--- src/rtl/smac_out_collect_pkg.sv ---
// Shared types and constants for the SMAC output collector.
package smac_out_pkg;

  localparam int GROUPS = 8;
  localparam int DATA_W = 128;

  typedef enum logic {
    FILL  = 1'b0,
    DRAIN = 1'b1
  } state_t;

  typedef logic [DATA_W-1:0] beat_t;

endpackage

--- src/rtl/smac_out_collect_onehot_idx.sv ---
// One-hot to binary index converter; o_valid is high only when exactly one bit is set.
module onehot_idx #(
  parameter int N  = 8,
  parameter int IW = $clog2(N)
) (
  input  logic [N-1:0]  i_onehot,
  output logic [IW-1:0] o_idx,
  output logic          o_valid
);

  // OR-encode the set bit positions; the index is only meaningful when o_valid is high.
  always_comb begin
    o_idx   = '0;
    o_valid = (i_onehot != '0) && ((i_onehot & (i_onehot - N'(1))) == '0);
    for (int i = 0; i < N; i++) begin
      if (i_onehot[i]) o_idx = o_idx | IW'(i);
    end
  end

endmodule

--- src/rtl/smac_out_collect.sv ---
// Collects 8 SMAC result beats into group registers and drains them as a valid/ready burst.
// Optional per-lane even parity output is enabled by defining SMAC_OUT_PARITY_EN.
module smac_out_collect
  import smac_out_pkg::*;
#(
  parameter int M      = 16,
  parameter int DATA_W = smac_out_pkg::DATA_W,
  parameter int GROUPS = smac_out_pkg::GROUPS
) (
  input  logic                i_clk,
  input  logic                i_rst_n,
  input  logic [GROUPS-1:0]   i_grp_sel,
  input  logic                i_wr_en,
  input  logic                i_cnt_clear,
  input  logic [DATA_W-1:0]   i_res_in,
  output logic                o_fill_rdy,
  output logic                o_out_valid,
  input  logic                i_out_ready,
  output logic [DATA_W-1:0]   o_out_data,
  output logic                o_out_last,
`ifdef SMAC_OUT_PARITY_EN
  output logic [DATA_W/M-1:0] o_out_par,
`endif
  output logic                o_err_sel,
  output logic                o_err_ovf
);

  localparam int LANES = DATA_W / M;
  localparam int IW    = $clog2(GROUPS);
  localparam logic [IW-1:0] LAST_PTR = IW'(GROUPS - 1);

  state_t              r_state;
  logic [GROUPS-1:0]   r_filled;
  logic [IW-1:0]       r_rd_ptr;
  logic [DATA_W-1:0]   r_group [GROUPS];
  logic                r_fill_rdy;
  logic                r_out_valid;
  logic                r_out_last;
  logic [DATA_W-1:0]   r_out_data;
  logic                r_err_sel;
  logic                r_err_ovf;

  logic [IW-1:0]       w_idx;
  logic                w_sel_ok;
  logic                w_write;
  logic                w_xfer;
  logic [GROUPS-1:0]   w_filled_next;
  logic [IW-1:0]       w_ptr_next;
  logic [DATA_W-1:0]   w_load_data;
  logic [LANES-1:0]    w_load_par;
  logic [LANES-1:0]    r_out_par;

  onehot_idx #(.N(GROUPS), .IW(IW)) u_onehot_idx (
    .i_onehot (i_grp_sel),
    .o_idx    (w_idx),
    .o_valid  (w_sel_ok)
  );

  assign w_write       = i_wr_en && w_sel_ok && (r_state == FILL) && !i_cnt_clear;
  assign w_filled_next = r_filled | (w_write ? i_grp_sel : '0);
  assign w_xfer        = r_out_valid && i_out_ready;
  assign w_ptr_next    = r_rd_ptr + 1'b1;

  // The first drain beat may be written on the very edge that completes the block, so bypass res_in.
  always_comb begin
    w_load_data = r_group[w_ptr_next];
    if (r_state == FILL) begin
      w_load_data = (w_write && (w_idx == '0)) ? i_res_in : r_group[0];
    end
    w_load_par = '0;
    for (int l = 0; l < LANES; l++) begin
      w_load_par[l] = ^w_load_data[l*M +: M];
    end
  end

  always_ff @(posedge i_clk or negedge i_rst_n) begin
    if (!i_rst_n) begin
      r_state     <= FILL;
      r_filled    <= '0;
      r_rd_ptr    <= '0;
      r_fill_rdy  <= 1'b1;
      r_out_valid <= 1'b0;
      r_out_last  <= 1'b0;
      r_out_data  <= '0;
      r_out_par   <= '0;
      r_err_sel   <= 1'b0;
      r_err_ovf   <= 1'b0;
      for (int g = 0; g < GROUPS; g++) r_group[g] <= '0;
    end else begin
      if (i_wr_en && !w_sel_ok)      r_err_sel <= 1'b1;
      if (i_wr_en && r_state != FILL) r_err_ovf <= 1'b1;

      // Clear aborts the block but leaves stale group contents in place.
      if (i_cnt_clear) begin
        r_state     <= FILL;
        r_filled    <= '0;
        r_rd_ptr    <= '0;
        r_fill_rdy  <= 1'b1;
        r_out_valid <= 1'b0;
        r_out_last  <= 1'b0;
      end else begin
        case (r_state)
          FILL: begin
            if (w_write) begin
              r_group[w_idx] <= i_res_in;
              r_filled       <= w_filled_next;
            end
            if (w_filled_next == '1) begin
              r_state     <= DRAIN;
              r_fill_rdy  <= 1'b0;
              r_out_valid <= 1'b1;
              r_out_last  <= (LAST_PTR == '0);
              r_out_data  <= w_load_data;
              r_out_par   <= w_load_par;
            end
          end
          DRAIN: begin
            if (w_xfer) begin
              if (r_rd_ptr == LAST_PTR) begin
                r_state     <= FILL;
                r_filled    <= '0;
                r_rd_ptr    <= '0;
                r_fill_rdy  <= 1'b1;
                r_out_valid <= 1'b0;
                r_out_last  <= 1'b0;
              end else begin
                r_rd_ptr   <= w_ptr_next;
                r_out_data <= w_load_data;
                r_out_par  <= w_load_par;
                r_out_last <= (w_ptr_next == LAST_PTR);
              end
            end
          end
        endcase
      end
    end
  end

  assign o_fill_rdy  = r_fill_rdy;
  assign o_out_valid = r_out_valid;
  assign o_out_last  = r_out_last;
  assign o_out_data  = r_out_data;
  assign o_err_sel   = r_err_sel;
  assign o_err_ovf   = r_err_ovf;
`ifdef SMAC_OUT_PARITY_EN
  assign o_out_par   = r_out_par;
`endif

endmodule

--- config.mk ---
export PLATFORM = sky130hd
export DESIGN_NAME = smac_out_collect
export DESIGN_NICKNAME = d
export VERILOG_FILES = /design/src/rtl/smac_out_collect_pkg.sv /design/src/rtl/smac_out_collect_onehot_idx.sv /design/src/rtl/smac_out_collect.sv
export SDC_FILE = /design/constraint.sdc
export NUM_CORES = 2
export LEC_CHECK = 0
export CORE_UTILIZATION = 50
export CTS_BUF_LIST = sky130_fd_sc_hd__clkbuf_4
export CTS_CLUSTER_SIZE = 10
export DETAILED_ROUTE_END_ITERATION = 12
export PLACE_DENSITY = 0.78
export SLEW_MARGIN = 10
export SYNTH_ARGS = -nofsm -noshare
export SYNTH_HDL_FRONTEND = slang
export SYNTH_SLANG_ARGS = --single-unit
--- constraint.sdc ---
create_clock -name i_clk -period 6.65 [get_ports i_clk]
set_input_delay 1.995 -clock i_clk [delete_from_list [all_inputs] [get_ports i_clk]]
set_output_delay 1.995 -clock i_clk [all_outputs]
set_load 0.05 [all_outputs]
==> impl_metrics.ini <==
[run_status]
status = completed

[logic_synthesis]
synth.area.top_cells = dfrtp_1, mux2_2, mux4_2
synth_edf_count = 0
synthArstFlopShare = 1.00
synth_top_area_share = 0.551
synth_cells = 3699
yosys_warnings = 0
yosysUniqueCellTypes = 49
synth_seq_cells = 1169
synth_commonest_cells = dfrtp_1, mux2_2, nand2_1
yosysTopAreaCell = dfrtp_1
yosysMostFrequentCell = dfrtp_1
synth.avg_cell_area_um2 = 14.3
syn_area_um2 = 53100
seq_area_frac_synth = 0.551
synth_fp_nets = 3843
synth_ff_type = dfrtp_1

[clocking]
cts-root-buf = clkbuf_4
cts_buffer_depth = 4
ctsHoldBuffers = 0
clkSlewWorstSetupHoldPaths_ps = 60
postCtsSetupBuffers = 0
htree_num_levels = 5
cts_made_buffers = 325
cts_sinks = 1169
cts_tree = yes
clk_latency_ps = 1230
cts_resized = 0

[drt]
highest_layer = met5
dr.pass1.iters = 5
drt_wl_total_um = 123000
route.met3.wl_um = 5920
vias = 32087
drc = 0
viasPerCell = 5.60
wl_met1_um = 52200
routedWlPerCell_um = 21.4
wl_met2_um = 61800
first_iter_violations = 1658
ant_nets = 0

[timing]
fin_crit_ps = 4600
setup_ws_ps = 2050
post-route-period-util = 0.692
drv_slew = 0
skew_ps = 129
fmax_ghz = 0.217
tns_ps = 0
slew_headroom = 0.301
finalHoldViolations = 0
tightest_slew_ps = 1050
finalSetupViolCount = 0
rsz0062_at_grt = false

[floorplanning]
dieWidth_um = 328
fp-row-count = 119
io_pins = 274
die_area_um2 = 107000
die_y_um = 328
initial_utilization = 0.504
core_um2 = 105000

[global_routing]
grt_max_degree = 129
grt_use_total = 0.234
antenna_found_initial = 19
grt_pass1_wl_um = 197000
grt_pass1_vias = 34883
gr-total-overflow = 0

[worst_hold_path]
worstHoldPathType = register to register

[layout]
layoutNonFillerInstCount = 5732
layout.nets = 4264
drive_gt1_frac = 0.352
area_growth_syn_to_layout_pct = 15.4
post-route-util = 0.581

[power_and_ir_drop]
p_comb_frac = 0.051
switchingPower_mw = 3.43
powerDensity_nw_per_um2 = 237
power_mw = 14.5
switching_share = 0.236
clock_power_share = 0.429
p_leak_nw = 29.7
peakVddDrop_mv = 0.170
p_int_mw = 11.1
seqPwrFrac = 0.520

[place]
dpl_worst_slack_ps = 978
port_buffers = 273
routabilityCongestion = 0.808
place_inst = 5184
dp_hpwl_um = 69400

[setup_path]
cp_max_fo = 31
crit_path_start_kind = primary input
slowest_delay_ps = 760
slowest_stage = nor3b_1
required_ps = 7680
cp.arrival_ps = 5640
reg2reg_slack_ps = 2580
end_kind = register
crit_type = primary input to register
critPathTopFamily = simple AND/OR/NAND/NOR gates
path_buf_inv = 2
crit_chain = clkdlybuf4s50_1 > nor3b_1 > nand2b_1 > nor3_2 > o311a_1 > a41o_4 > buf_12 > mux2i_1

[run]
maxCapViolCount = 0
[power groups by stage]
stage	Sequential [mW]	Clock, mW	Combinational, mW
CTS	7.56	6.43	0.752
global placement	7.67	0	0.723
global route	7.59	6.82	0.817
detailed placement	7.69	0	0.749
finish	7.56	6.23	0.736
floorplan	7.64	0	0.375
[through the flow]
| stage | hold slack [ps] | cell area, um2 |
|---|---|---|
| CTS | 457 | 61200 |
| finish | 455 | 61200 |
| detailed placement | 444 | 57300 |
| global placement | 452 | 57300 |
| global route | 476 | 61200 |
| floorplan | 440 | 53100 |
[worst register-to-register path, delay by kind of cell (launching register included)]
family,cells,cell delay [ps]
AND/OR/NAND/NOR,3,1560
AO/OA/AOI/OAI,2,1000
flip-flops,1,800
buffers and inverters,1,350
multiplexers,1,280
[per-layer routing]
| metal | track usage | up-vias |
|---|---|---|
| met5 | 0 | - |
| met4 | 0.0878 | 16 |
| met3 | 0.0471 | 224 |
| met2 | 0.390 | 765 |
| met1 | 0.304 | 16910 |
| li1 | - | 14172 |
[area by class of cell]
type,instances,area [um2]
Timing Repair Buffer,341,3640
Tap cell,1391,1740
Fill cell,8158,44100
Multi-Input combinational cell,2145,22200
Antenna cell,16,40.0
Clock buffer,464,3480
Clock inverter,68,363
Inverter,138,518
Sequential cell,1169,29300
[state kept, by name (all words and copies together), names as in the netlist]
name         cells
r_group       1024
r_filled         8
r_state          1
r_rd_ptr         3
o_out_last       1
o_fill_rdy       1
o_out_data     128
o_err_sel        1
o_err_ovf        1
o_out_valid      1
[logic make-up (layout without fill, tap and decap cells)]
group | count (synthesis) | count (layout) | synth area share
mux | 1410 | 1410 | 0.356
fa+ha+maj | 4 | 4 | 0.000896
xor+xnor | 2 | 2 | 0.000330
flops | 1169 | 1169 | 0.551
buf+inv | 385 | 1011 | 0.0328
compound gates | 160 | 160 | 0.0162
other cells | 0 | 16 | 0
simple gates | 569 | 569 | 0.0423
[placed cells by master (no fill, tap or decap), types with 3 or more instances in the layout]
cell type and n:
buf_12 31, nand2_1 517, inv_2 4, a21oi_1 11, nand3_1 4, a41oi_1 3, o21ai_1 130, bufinv_16 3
nor3_1 7, mux4_2 256, clkinv_1 48, inv_1 138, clkinv_2 9, mux2i_1 258, o21ai_0 3, nor2_1 16
clkbuf_4 464, dfrtp_1 1166, mux2_1 201, diode_2 16, mux2_4 120, clkdlybuf4s50_1 272, buf_4 37, mux2_2 575
[final timing paths]
path                                             from                           to  cells after the start
worst max-delay path                      i_cnt_clear   o_out_data[78]$_DFFE_PN0P_                      8
worst min-delay path            o_err_ovf$_DFFE_PN0P_        o_err_ovf$_DFFE_PN0P_                      1
worst max register to register      r_state$_DFF_PN0_   o_out_data[78]$_DFFE_PN0P_                      7
worst min register to register  o_err_ovf$_DFFE_PN0P_        o_err_ovf$_DFFE_PN0P_                      1
max in group asynchronous                     i_rst_n  o_out_data[117]$_DFFE_PN0P_                      2
min in group asynchronous                     i_rst_n   o_out_data[62]$_DFFE_PN0P_                      1
No activity file was read; power rests on OpenSTA's default activity.
